### src/rtl/alu_wb_queue.sv
// Writeback buffer between alu_core and the register file: a DEPTH-entry FIFO of ALU results
// with x0 writes dropped, plus sticky overflow flag and saturating overflow event counter.
module alu_wb_queue #(
    parameter int unsigned WIDTH = 32,
    parameter int unsigned DEPTH = 4,
    parameter int unsigned CNT_W = 8
) (
    input  logic                     clk,
    input  logic                     rst,
    input  logic                     in_valid,
    output logic                     in_ready,
    input  logic [WIDTH-1:0]         in_result,
    input  logic                     in_zero,
    input  logic                     in_overflow,
    input  logic [4:0]               in_rd,
    output logic                     out_valid,
    input  logic                     out_ready,
    output logic [WIDTH-1:0]         out_result,
    output logic                     out_zero,
    output logic [4:0]               out_rd,
    output logic [$clog2(DEPTH):0]   occupancy,
    input  logic                     clr_ovf,
    output logic                     ovf_sticky,
    output logic [CNT_W-1:0]         ovf_count
);

    localparam int unsigned AW = $clog2(DEPTH);
    localparam logic [AW:0]      OccFull = (AW+1)'(DEPTH);
    localparam logic [AW:0]      OccOne  = (AW+1)'(1);
    localparam logic [AW-1:0]    PtrOne  = AW'(1);
    localparam logic [CNT_W-1:0] CntOne  = CNT_W'(1);

    logic [WIDTH-1:0] mem_result_q [DEPTH];
    logic             mem_zero_q   [DEPTH];
    logic [4:0]       mem_rd_q     [DEPTH];

    logic [AW-1:0]    head_q, tail_q;
    logic [AW:0]      occ_q;
    logic             sticky_q, sticky_d;
    logic [CNT_W-1:0] cnt_q, cnt_d;
    logic             accept, push, pop;

    // Full queue still accepts when the head drains in the same cycle.
    assign in_ready  = !rst && ((occ_q != OccFull) || out_ready);
    assign out_valid = (occ_q != '0);
    assign accept    = in_valid && in_ready;
    assign push      = accept && (in_rd != 5'd0);
    assign pop       = out_valid && out_ready;

    assign out_result = mem_result_q[head_q];
    assign out_zero   = mem_zero_q[head_q];
    assign out_rd     = mem_rd_q[head_q];
    assign occupancy  = occ_q;
    assign ovf_sticky = sticky_q;
    assign ovf_count  = cnt_q;

    always_ff @(posedge clk or posedge rst) begin
        if (rst) begin
            for (int i = 0; i < int'(DEPTH); i++) begin
                mem_result_q[i] <= '0;
                mem_zero_q[i]   <= 1'b0;
                mem_rd_q[i]     <= '0;
            end
        end else if (push) begin
            mem_result_q[tail_q] <= in_result;
            mem_zero_q[tail_q]   <= in_zero;
            mem_rd_q[tail_q]     <= in_rd;
        end
    end

    always_ff @(posedge clk or posedge rst) begin
        if (rst) begin
            head_q <= '0;
            tail_q <= '0;
            occ_q  <= '0;
        end else begin
            if (push) tail_q <= tail_q + PtrOne;
            if (pop)  head_q <= head_q + PtrOne;
            if (push && !pop)      occ_q <= occ_q + OccOne;
            else if (pop && !push) occ_q <= occ_q - OccOne;
        end
    end

    // Clear takes effect before a coincident overflow increment.
    always_comb begin
        sticky_d = clr_ovf ? 1'b0 : sticky_q;
        cnt_d    = clr_ovf ? '0 : cnt_q;
        if (accept && in_overflow) begin
            sticky_d = 1'b1;
            if (cnt_d != '1) cnt_d = cnt_d + CntOne;
        end
    end

    always_ff @(posedge clk or posedge rst) begin
        if (rst) begin
            sticky_q <= 1'b0;
            cnt_q    <= '0;
        end else begin
            sticky_q <= sticky_d;
            cnt_q    <= cnt_d;
        end
    end

endmodule

### config.mk
export PLATFORM = sky130hd
export DESIGN_NAME = alu_wb_queue
export DESIGN_NICKNAME = d
export VERILOG_FILES = /design/src/rtl/alu_wb_queue.sv
export SDC_FILE = /design/constraint.sdc
export NUM_CORES = 1
export LEC_CHECK = 0
export BUFFER_PORTS_ARGS = -buffer_cell sky130_fd_sc_hd__buf_4
export CAP_MARGIN = 20
export CORE_MARGIN = 3
export CORE_UTILIZATION = 48
export DETAILED_ROUTE_END_ITERATION = 10
export GPL_ROUTABILITY_DRIVEN = 0
export MAX_ROUTING_LAYER = met4
export PLACE_DENSITY = 0.76
export SYNTH_ARGS = -nofsm -noshare
export SYNTH_HDL_FRONTEND = slang
export SYNTH_SLANG_ARGS = --single-unit
### constraint.sdc
create_clock -name clk -period 5.2 [get_ports clk]
set_input_delay 0.26 -clock clk [delete_from_list [all_inputs] [get_ports clk]]
set_output_delay 0.26 -clock clk [all_outputs]
set_load 0.01 [all_outputs]
# ---- After elaboration in Yosys (flattened, before gate mapping)
# Index checks and enable logic that the tools add are counted.
dict set report word_totals {
  regBits 168
  inputBits 44
  output_inout_bits 52
  wordCells 70
}
dict set report op_classes {
  addsub 5
  magnitude_cmp 3
  eq_ne 2
  n_mux 25
  n_bitwise 2
  reduce_logical 16
}
# op count
set ops {}
lappend ops {{$bwmux W128} 1}
lappend ops {{$mux W32} 3}
lappend ops {{$bmux W32 S2} 1}
lappend ops {{$demux W32 S2} 1}
lappend ops {{$mux W8} 3}
lappend ops {{$bwmux W20} 1}
lappend ops {{$mux W5} 3}
lappend ops {{$bmux W5 S2} 1}
lappend ops {{$demux W5 S2} 1}
lappend ops {{$add A8 B1 Y8 const B} 1}
lappend ops {{$logic_and A1 B1 Y1} 8}
lappend ops {{$ne A8 B8 Y1 const B} 1}
lappend ops {{$ge A3 B3 Y1 const B} 2}
lappend ops {{$mux W3} 2}
lappend ops {{$not A2 Y3} 2}
lappend ops {{$mux W1} 5}
lappend ops {{$reduce_bool A5 Y1} 1}
lappend ops {{$add A2 B1 Y2 const B} 2}
lappend ops {{$bwmux W4} 1}
lappend ops {{$reduce_bool A2 Y1} 2}
lappend ops {{$add A3 B1 Y3 const B} 1}
lappend ops {{$logic_not A1 Y1} 3}
lappend ops {{$lt A3 B1 Y1 const B} 1}
lappend ops {{$ne A3 B3 Y1 const B} 1}
lappend ops {{other kinds (5)} 5}

# ---- Depth between registers and ports, before layout
dict set report logic_depth {
  ltp_word 9
  depth_mapped 9
  depth_no_buf 9
}

# ---- Least setup slack after synthesis
# Ideal clock, no wire load.
dict set report synth_path {
  path_kind {flip-flop to flip-flop}
  start {register occ_q[0], in the netlist occupancy[0]}
  end {register occ_q[2], in the netlist occupancy[2]}
  setup_time_ns 0.079
  t_arrival_ns 2.165
  t_required_ns 5.121
  path_slack_ns 2.956
  path_stages_with_launch 10
  path_buffers 0
  synth_period_minus_slack_ns 2.244
  cell_sequence {dfrtp_1 nor4b_4 a211o_4 nor2_1 ha_1 inv_1 fa_1 xor2_1 nor2_1 xor2_1}
}
dict set report synth_between {
  elab_chain_cells 8
  word_cells_on_any_way 16
  classes_between {2 x add/sub; 1 x eq/ne; 2 x mux; 11 x reduce/logical}
}
# element line
set synth_rtl {}
lappend synth_rtl {{start, declared} 38} ;# logic [AW:0] occ_q;
lappend synth_rtl {{start signal, assigned} 79} ;# if (push && !pop) occ_q <= occ_q + OccOne;
lappend synth_rtl {{start signal, assigned} 80} ;# else if (pop && !push) occ_q <= occ_q - OccOne;
lappend synth_rtl {{$ne A3 B3 Y1 (*)} 44} ;# assign in_ready = !rst && ((occ_q != OccFull) || out_ready);
lappend synth_rtl {{$logic_or A1 B1 Y1 (*)} 44}
lappend synth_rtl {{$logic_and A1 B1 Y1 (*)} 44}
lappend synth_rtl {{$logic_and A1 B1 Y1 (*)} 46} ;# assign accept = in_valid && in_ready;
lappend synth_rtl {{$logic_and A1 B1 Y1 (*)} 47} ;# assign push = accept && (in_rd != 5'd0);
lappend synth_rtl {{named net push} 41} ;# logic accept, push, pop;
lappend synth_rtl {{$logic_not A1 Y1} 80}
lappend synth_rtl {{$logic_and A1 B1 Y1} 80}
lappend synth_rtl {{$reduce_bool A2 Y1 (no line)} -}
# The timed path passes the listed nets; every way through them passes the cells marked *. The select of a mux whose other input is x is not followed.
# A chain may end at the register's enable or synchronous reset.

# ---- Worst setup path after layout
dict set report layout_path {
  start {register head_q[1]}
  end {output out_rd[0]}
}
dict set report layout_between {
  elab_chain_cells 4
}
# element line
set layout_rtl {}
lappend layout_rtl {{start, declared} 37} ;# logic [AW-1:0] head_q, tail_q;
lappend layout_rtl {{start signal, assigned} 78} ;# if (pop) head_q <= head_q + PtrOne;
lappend layout_rtl {{$not A2 Y3 (implied by the code)} 52} ;# assign out_rd = mem_rd_q[head_q];
lappend layout_rtl {{$bmux W5 S2} 52}
lappend layout_rtl {{$mux W5 (implied by the code) (2 in series)} 52}
lappend layout_rtl {{end, declared} 20} ;# output logic [4:0] out_rd,
# No other way between the ends. The select of a mux whose other input is x is not followed.

==> results.json <==
{
  "area_growth_pct": 18.1,
  "arrival_ns": 2.27,
  "routedWlPerCell_um": 20.1,
  "cp_slowest_stage_delay_ns": 1.06,
  "multi_input_area_um2": 3410,
  "die_height_um": 134,
  "cts_tree": "yes",
  "slew-limit-headroom_pct": 29.9,
  "drt_pre_antenna_iters": 4,
  "grt.overflow.total": 0,
  "yosysSeqAreaShare_pct": 53.3,
  "h-tree-depth": 4,
  "vias": 4223,
  "endpoint_kind": "output port",
  "skew_ns": 0.00670,
  "grt.busiest_layer": "met2",
  "cts_resized": 0,
  "setup_violations": 0,
  "path_clk_slew_ns": 0.07,
  "p_sw_mw": 1.83,
  "start_kind": "register",
  "dpl-instance-area_um2": 8670,
  "layout_common_cells": "dfrtp_1 (166), buf_4 (101), mux2_4 (80)",
  "ys_warn_count": 0,
  "mostFrequentLayoutCell": "dfrtp_1",
  "worstPathMaxFanout": 39,
  "ctsHoldBuffers": 0,
  "crit_slowest_cell": "dfrtp_2",
  "core_um2": 16000,
  "timing.final.ws_setup_ns": 2.67,
  "io_pins": 96,
  "rows": 46,
  "ff_latch_area_um2": 4210,
  "grt_max_degree": 101,
  "fin_util_pct": 58.2,
  "met2_usage_pct": 28.7,
  "grt_pass1_vias": 4679,
  "critPathKind": "reg -> out",
  "p_leak_nw": 4.12,
  "grt_antenna_before_repair": 1,
  "power.total_mw": 6.20,
  "hold_viol_final": 0,
  "netlist_instances": 458,
  "dp_hpwl_um": 9870,
  "cts_buffers": 17,
  "pwr-share-comb_pct": 40.2,
  "io_buffers": 95,
  "tightest_slew_ns": 1.05,
  "swShare_pct": 29.5,
  "crit_required_ns": 4.94,
  "use_met3_pct": 4.73,
  "power_density_nw_per_um2": 666,
  "fin_tns_setup_ns": 0,
  "cts_sinks": 168,
  "avgSynthCellArea_um2": 17.2,
  "cts_buffer_depth": 2,
  "status": "complete, no violations",
  "rsz0062_at_grt": "no",
  "drt_wl_total_um": 15700,
  "fin_nets": 603,
  "period_needed_ns": 2.53,
  "fillers": 1254,
  "die_x_um": 134,
  "clock_latency_ns": 0.42,
  "drc_errors": 0,
  "syn_nets": 509,
  "ys_ff_latch": 168,
  "place_ws_ns": 2.70,
  "stdcell_area_um2": 9310,
  "cap_violations": 0,
  "post_cts_buffers": 0,
  "power_frac_seq_pct": 38.0,
  "fmax_ghz": 0.396,
  "fin_crit_sh_pct": 48.6,
  "p_int_mw": 4.37,
  "ir_drop_mv": 0.312,
  "via_per_inst": 5.40,
  "cp_cell_sequence": "mux4_2 -> buf_4",
  "ys_types": 39,
  "syn-cell-area_um2": 7890,
  "clock-root-buffer": "clkbuf_16",
  "grt_pass1_wl_um": 25700,
  "met1_usage_pct": 25.9,
  "drive_gt1_share_pct": 59.1,
  "slew_viol_final": 0,
  "p_clk_share_pct": 21.9,
  "fp.dieArea_um2": 18000,
  "ant_nets": 0,
  "start_util_pct": 49.3,
  "drtIter0Drc": 236,
  "track_usage_pct": 19.0,
  "hold_class": "in -> async"
}
-- per-stage QoR --
| stage | cells | hold slack [ns] |
|---|---|---|
| after global placement | 749 | 0.470 |
| after floorplan | 458 | 0.408 |
| final | 782 | 0.0543 |
| after global routing | 782 | 0.0470 |
| after detailed placement | 749 | 0.489 |
| after CTS | 781 | 0.0455 |
-- synthesized netlist by cell type --
cell type  number  area, um^2
nor2_2          4        25.0
nor3_1          3        15.0
mux2_4         80        1200
a211o_4         1        17.5
buf_12          8         160
a311oi_1        1        8.76
mux2i_1         1        10.0
inv_1           6        22.5
a21oi_1         1        5.00
nand3_1         3        15.0
nor2b_1         2        12.5
nand4_1         2        12.5
o31a_1          1        8.76
clkbuf_1        2        7.51
buf_1           1        3.75
xnor2_1         6        52.6
a41oi_1         1        8.76
o31ai_1         1        7.51
o21ai_0         2        10.0
or2_2           1        6.26
dfrtp_1       168        4200
mux4_2         38         856
fa_1            1        20.0
or3_1           1        6.26
and3_1          1        6.26
nor4b_4         1        23.8
nor4b_1         2        17.5
mux2_2         75         845
nor2_1          8        30.0
xor2_1          3        26.3
nor3b_1         1        7.51
nand2_1         7        26.3
nand4b_1        1        8.76
o311ai_0        1        8.76
a21o_1          1        7.51
buf_2          11        55.1
buf_6           4        45.0
nand3b_1        1        7.51
ha_1            6        75.1
-- routing by layer --
metal | wire length, um | vias to the layer above
met4 | 231 | 0
met1 | 7290 | 2227
li1 | - | 1886
met3 | 622 | 18
met2 | 7570 | 92
met5 | 0 | -
-- logic make-up (layout without fill, tap and decap cells) --
| kind of cell | after synthesis | after routing | share of synthesized area, % |
|---|---|---|---|
| muxes | 194 | 194 | 36.9 |
| DFF | 168 | 168 | 53.3 |
| and+or+nand+nor | 38 | 38 | 2.79 |
| buffers and inverters | 32 | 139 | 3.73 |
| AOI/OAI and AO/OA | 10 | 10 | 1.05 |
| xor gates and xnor gates | 9 | 9 | 1.00 |
| adders and majority gates | 7 | 7 | 1.21 |
| other | 0 | 1 | 0 |
-- layout make-up --
type	count	share of cell area [%]
multi-input cells	258	36.6
diodes	1	0.0269
clock buffers	20	4.80
repair buffers	101	8.14
well taps	216	2.90
inverters	6	0.296
clock inverters	12	2.04
flip-flops and latches	168	45.2
-- worst paths after layout --
kind	startpoint	to	slack [ns]	cells past startpoint
max	head_q[1]	out_rd[0]	2.67	2
min	rst	ovf_count[7]	0.05	2
max reg2reg	occupancy[0]	mem_rd_q[4]	2.71	5
min reg2reg	ovf_sticky	ovf_sticky	0.50	1
max in group asynchronous	rst	mem_result_q[109]	3.74	3
min in group clk	clr_ovf	ovf_count[3]	0.07	2
-- power groups by stage --
stage          clock network, mW  logic, mW  registers [mW]
6_report                    1.36       2.49            2.35
5_1_grt                     1.45       2.66            2.44
4_1_cts                     1.38       2.53            2.36
3_5_place_dp                   0       2.51            2.37
3_3_place_gp                   0       2.45            2.32
2_1_floorplan                  0       1.84            2.19
-- sequential cells by signal, summed over array words and instances (netlist names) --
register and cells:
head_q 2, ovf_count 8, mem_result_q 128, mem_rd_q 20, mem_zero_q 4, occupancy 3, ovf_sticky 1, tail_q 2
-- critical path, delay by kind of cell (launching register included) --
| family | cells | cell delay [ns] |
|---|---|---|
| mux | 1 | 0.62 |
| buf+inv | 1 | 0.16 |
| flops | 1 | 1.06 |
Note: power is estimated with default switching activity, not from simulation.
